===== src/rtl/shifter_pkg.sv =====
// Shared constants for the sequential shifter: operation and FSM state encodings.
package shifter_pkg;

    // Operation encoding: bit 1 selects variable amount, bit 0 selects left shift.
    typedef enum logic [1:0] {
        OP_SRL1 = 2'b00,
        OP_SLL1 = 2'b01,
        OP_SRLV = 2'b10,
        OP_SLLV = 2'b11
    } op_e;

    typedef enum logic [1:0] {
        ST_IDLE  = 2'b00,
        ST_SHIFT = 2'b01,
        ST_DONE  = 2'b10
    } state_e;

    // True when the operation shifts towards the MSB.
    function automatic logic op_is_left(input op_e op);
        return op[0];
    endfunction

    // True when the shift count comes from amt_i instead of being fixed at one.
    function automatic logic op_is_var(input op_e op);
        return op[1];
    endfunction

endpackage


===== src/rtl/shift_step.sv =====
// One-bit logical shift step, zero fill in both directions. Requires WIDTH >= 2.
module shift_step #(
    parameter int WIDTH = 16
) (
    input  logic [WIDTH-1:0] data,
    input  logic             left,
    output logic [WIDTH-1:0] result
);

    assign result = left ? {data[WIDTH-2:0], 1'b0} : {1'b0, data[WIDTH-1:1]};

endmodule


===== src/rtl/shifter_seq.sv =====
// Sequential shifter: captures an operand and shift count, then shifts one bit
// per clock until the count is exhausted, and holds the result until the
// consumer takes it. AMT_W up to 32 is supported.
module shifter_seq
    import shifter_pkg::*;
#(
    parameter int WIDTH = 16,
    parameter int AMT_W = 16
) (
    input  logic             clk_i,
    input  logic             rst_i,
    input  logic             in_valid_i,
    output logic             in_ready_o,
    input  logic [1:0]       op_i,
    input  logic [WIDTH-1:0] src_i,
    input  logic [AMT_W-1:0] amt_i,
    output logic             out_valid_o,
    input  logic             out_ready_i,
    output logic [WIDTH-1:0] result_o,
    output logic             busy_o
);

    localparam int CNT_W = $clog2(WIDTH + 1);

    state_e             state_q;
    logic [WIDTH-1:0]   data_q;
    logic [CNT_W-1:0]   count_q;
    logic               left_q;
    logic               in_ready_q;
    logic               out_valid_q;
    logic               busy_q;

    op_e                op;
    logic [CNT_W-1:0]   n_eff;
    logic [WIDTH-1:0]   step_data;

    assign op = op_e'(op_i);

    // Effective shift count: one for fixed ops, amt_i saturated at WIDTH otherwise.
    always_comb begin
        // NOTE: n_eff gets a default before any branch so every path assigns it and no latch is inferred.
        n_eff = CNT_W'(1);
        if (op_is_var(op)) begin
            if (32'(amt_i) >= 32'(WIDTH)) begin
                n_eff = CNT_W'(WIDTH);
            end else begin
                n_eff = CNT_W'(amt_i);
            end
        end
    end

    shift_step #(
        .WIDTH (WIDTH)
    ) u_shift_step (
        .data   (data_q),
        .left   (left_q),
        .result (step_data)
    );

    // Control FSM with registered handshake outputs; data and count live alongside.
    // NOTE: sequential state uses non-blocking assignments so every register samples pre-edge values.
    always_ff @(posedge clk_i or negedge rst_i) begin
        if (!rst_i) begin
            state_q     <= ST_IDLE;
            data_q      <= '0;
            count_q     <= '0;
            left_q      <= 1'b0;
            in_ready_q  <= 1'b1;
            out_valid_q <= 1'b0;
            busy_q      <= 1'b0;
        end else begin
            case (state_q)
                ST_IDLE: begin
                    if (in_valid_i && in_ready_q) begin
                        data_q     <= src_i;
                        left_q     <= op_is_left(op);
                        count_q    <= n_eff;
                        in_ready_q <= 1'b0;
                        busy_q     <= 1'b1;
                        if (n_eff == '0) begin
                            state_q     <= ST_DONE;
                            out_valid_q <= 1'b1;
                        end else begin
                            state_q <= ST_SHIFT;
                        end
                    end
                end
                ST_SHIFT: begin
                    data_q  <= step_data;
                    count_q <= count_q - CNT_W'(1);
                    if (count_q == CNT_W'(1)) begin
                        state_q     <= ST_DONE;
                        out_valid_q <= 1'b1;
                    end
                end
                ST_DONE: begin
                    if (out_ready_i) begin
                        state_q     <= ST_IDLE;
                        out_valid_q <= 1'b0;
                        busy_q      <= 1'b0;
                        in_ready_q  <= 1'b1;
                    end
                end
                default: begin
                    state_q     <= ST_IDLE;
                    out_valid_q <= 1'b0;
                    busy_q      <= 1'b0;
                    in_ready_q  <= 1'b1;
                end
            endcase
        end
    end

    assign in_ready_o  = in_ready_q;
    assign out_valid_o = out_valid_q;
    assign busy_o      = busy_q;
    assign result_o    = data_q;

endmodule


===== config.mk =====
export PLATFORM = sky130hd
export DESIGN_NAME = shifter_seq
export DESIGN_NICKNAME = d
export VERILOG_FILES = /design/src/rtl/shifter_pkg.sv /design/src/rtl/shift_step.sv /design/src/rtl/shifter_seq.sv
export SDC_FILE = /design/constraint.sdc
export NUM_CORES = 1
export LEC_CHECK = 0
export ABC_AREA = 1
export CAP_MARGIN = 20
export CORE_MARGIN = 3
export CORE_UTILIZATION = 25
export DETAILED_ROUTE_END_ITERATION = 8
export PLACE_DENSITY = 0.55
export SKIP_LAST_GASP = 1
export SYNTH_ARGS = -nofsm -noshare
export SYNTH_HDL_FRONTEND = slang
export SYNTH_HIERARCHICAL = 1
export SYNTH_SLANG_ARGS = --single-unit

===== constraint.sdc =====
create_clock -name clk_i -period 1.2 [get_ports clk_i]
set_input_delay 0.18 -clock clk_i [delete_from_list [all_inputs] [get_ports clk_i]]
set_output_delay 0.18 -clock clk_i [all_outputs]
set_load 0.01 [all_outputs]

==> results.py <==
metrics = {
    "timing": {
        "fin_crit_ns": 1.38,
        "final_min_period_over_clock_period": 1.15,
        "worst_setup_margin_ns": -0.182,
        "timing_max_transition_violations_final": 0,
        "final_hold_viol_count": 0,
        "timing.max_slew.rel_slack": 0.854,
        "skew_ns": 0.00588,
        "max_clock_freq_mhz": 723,
        "tightestPinTransition_ns": 0.219,
        "timing.final.setup_violations": 28,
        "rsz0062_at_grt": "true",
    },
    "clock_network": {
        "clk-insertion-delay-late_ns": 0.28,
        "cts-buffers-inserted": 3,
        "clk_pin_slew_ns": 0.10,
        "clk_root_buffer_cell": "clkbuf_8",
        "cts_buffer_depth": 2,
        "htreeDepth": 1,
        "cts_tree": "built",
        "numClockSinks": 27,
    },
    "detailed_routing": {
        "drtIter0Drc": 45,
        "postRouteWirelength_mm": 4.71,
        "detail_route.vias_per_cell": 4.21,
        "met2RoutedLength_mm": 2.33,
        "met3_length_um": 249,
        "drc": 0,
        "detailedRoute.firstPassIterationCount": 4,
        "ant_nets": 0,
        "route.top_layer_used": "met4",
        "route.layer.met1.wl_mm": 2.09,
        "drt-wirelength-per-cell_um": 10.9,
        "routed_vias": 1829,
    },
    "yosys": {
        "netlist_instances": 231,
        "post_synth.cell_area_avg_um2": 7.97,
        "yosysSeqAreaShare": 0.368,
        "synth.distinct_cells": 30,
        "yosys_warnings": 6,
        "synth-seq-cells": 27,
        "synth.net_count": 271,
        "mappedNetlistArea_um2": 1840,
    },
    "placement": {
        "place.detailed.instances": 418,
        "dp_hpwl_mm": 3.61,
        "portBuffers": 56,
        "globalplace.congestion": 0.771,
    },
    "global_route": {
        "total_grt_usage": 0.117,
        "grt_pass1_vias": 1889,
        "grt_first_pass_wirelength_mm": 8.21,
        "grt_start_max_net_pins": 28,
        "total_gr_overflow": 0,
        "grt_antenna_before_repair": 0,
    },
    "final_layout": {
        "n_antenna_cell": 0,
        "layout-drive-gt1-share": 0.391,
        "final_std_cells_w_o_fill": 434,
        "layout.filler_cells": 729,
        "syn2layout_area_growth_pct": 66.6,
        "design.final.nets": 379,
    },
    "critical_path": {
        "r2r_cells": 7,
        "crit_path_max_fanout": 14,
        "cp.arrival_ns": 1.59,
        "cp-start-kind": "register",
        "critical_setup_path_kind": "reg2reg",
        "slowest_delay_ns": 0.58,
        "critPathCaptureType": "register",
        "crit_required_ns": 1.40,
        "crit_chain": "nand2_4 > nor3_4 > inv_2 > nand2_8 > buf_12 > nor2_2 > a31oi_2",
        "worst_path_max_delay_cell": "dfstp_2",
    },
    "pwr": {
        "report.power.total_mw": 1.65,
        "peakVddDrop_mv": 0.295,
        "power.density_cell_area_nw_per_um2": 537,
        "p_leak_nw": 1.39,
    },
    "floorplanning": {
        "floorplan.initialDensity": 0.264,
        "die_x_um": 91.8,
        "io_pins": 57,
        "placeableCoreArea_um2": 6980,
        "die_area_um2": 8430,
        "fp.dieH_um": 91.8,
        "floorplan.rows": 30,
    },
    "hold_path": {
        "hold_class": "in2async",
    },
    "flow_run": {
        "cap_violations": 0,
    },
    "status": {
        "violations": "setup timing",
        "outcome": "finished, violations left",
    },
}
==> worst paths after layout <==
kind / startpoint / endpoint / slack (ns)
setup / recovery: in_ready_o / result_o[6] / -0.18
hold / removal: rst_i / result_o[6] / 0.26
setup reg to reg: in_ready_o / result_o[6] / -0.18
hold reg to reg: busy_o / busy_o / 0.49
max in group asynchronous: rst_i / in_ready_o / 0.71
min in group clk_i: amt_i[13] / count_q[1] / 0.42
==> worst max-delay path, delay by kind of cell (launching register included) <==
kind / cells / cell delay [ns]
compound gates: 1 / 0.13
buf+inv: 2 / 0.25
flops: 1 / 0.58
simple gates: 4 / 0.35
==> kinds of logic (layout without fill, tap and decap cells) <==
group | after synthesis | after routing | share of synthesized area
AO/OA/AOI/OAI | 31 | 31 | 0.163
XOR/XNOR | 2 | 2 | 0.00951
adder cells (fa/ha/maj) | 2 | 2 | 0.0136
buffers and inverters | 27 | 134 | 0.104
flip-flops | 27 | 27 | 0.368
AND/OR/NAND/NOR | 142 | 142 | 0.342
==> flip-flops by register name, indices dropped and copies added (netlist names) <==
name,count
state_q,2
result_o,16
in_ready_o,1
busy_o,1
out_valid_o,1
count_q,5
left_q,1
==> synth_stat cells (all sizes together) <==
library cell / count / area share
and2: 1 / 0.0034
nand3: 7 / 0.019
nand4: 1 / 0.0034
nand3b: 1 / 0.0041
a31oi: 18 / 0.12
o211ai: 2 / 0.0081
dfrtp: 26 / 0.35
o22ai: 1 / 0.0034
ha: 2 / 0.014
xor2: 2 / 0.0095
a21oi: 3 / 0.0081
clkbuf: 1 / 0.0075
dfstp: 1 / 0.014
nand2: 101 / 0.23
inv: 17 / 0.039
o21ai: 6 / 0.016
buf: 9 / 0.058
nor2: 30 / 0.079
nor3: 1 / 0.0054
o221ai: 1 / 0.0048
==> per-layer routing <==
metal / GRT usage / vias up
met5: 0 / -
met4: 0.0297 / 0
met3: 0.0254 / 4
met2: 0.205 / 46
met1: 0.146 / 827
li1: - / 952
==> metrics by stage <==
step / worst slack (ns) / instance area, µm² / utilization / TNS [ns] / hold WS, ns
after CTS: -0.196 / 2890 / 0.413 / -4.08 / 0.261
final: -0.182 / 3070 / 0.439 / -3.93 / 0.259
after detailed placement: -0.401 / 2820 / 0.404 / -6.95 / 0.473
after global placement: -0.330 / 2820 / 0.404 / -7.02 / 0.469
after floorplan: -0.110 / 1860 / - / -2.20 / -0.116
after global routing: -0.280 / 3070 / 0.439 / -6.20 / 0.274
==> placed cells by master, fill, tap and decap left out, drive strengths merged, types with 2 or more instances in the layout <==
cell,netlist,layout
dfrtp,26,26
nand2,101,101
inv,17,16
xor2,2,2
nor2,30,30
clkdlybuf4s50,0,28
buf,9,58
ha,2,2
a31oi,18,18
clkbuf,1,3
nand3,7,7
dlygate4sd2,0,18
dlymetal6s2s,0,9
a21oi,3,3
o211ai,2,2
clkinv,0,2
o21ai,6,6
==> what timing repair did <==
| action | 4_1_cts | 5_1_grt |
|---|---|---|
| setup endpoints to repair | 46 | 29 |
| pin swaps | 1 | 19 |
| setup buffers | 2 | 10 |
| hold buffers | 0 | 0 |
| cloned | 0 | 0 |
| resized for setup | 28 | 39 |
==> power by group <==
group / leakage [nW] / switching (mW) / internal, mW
clock network: 0.0255 / 0.304 / 0.233
logic: 1.09 / 0.0689 / 0.132
registers: 0.273 / 0 / 0.909
total: 1.39 / 0.373 / 1.27
==> layout make-up <==
cell class | count | area (µm²) | area share
Multi-Input combinational cell | 177 | 1090 | 0.354
Timing Repair Buffer | 113 | 1060 | 0.347
Sequential cell | 27 | 678 | 0.221
Tap cell | 96 | 120 | 0.0392
Inverter | 17 | 73.8 | 0.0241
Clock buffer | 3 | 41.3 | 0.0135
Clock inverter | 1 | 5.00 | 0.00163
(Power assumes the default switching activity.)
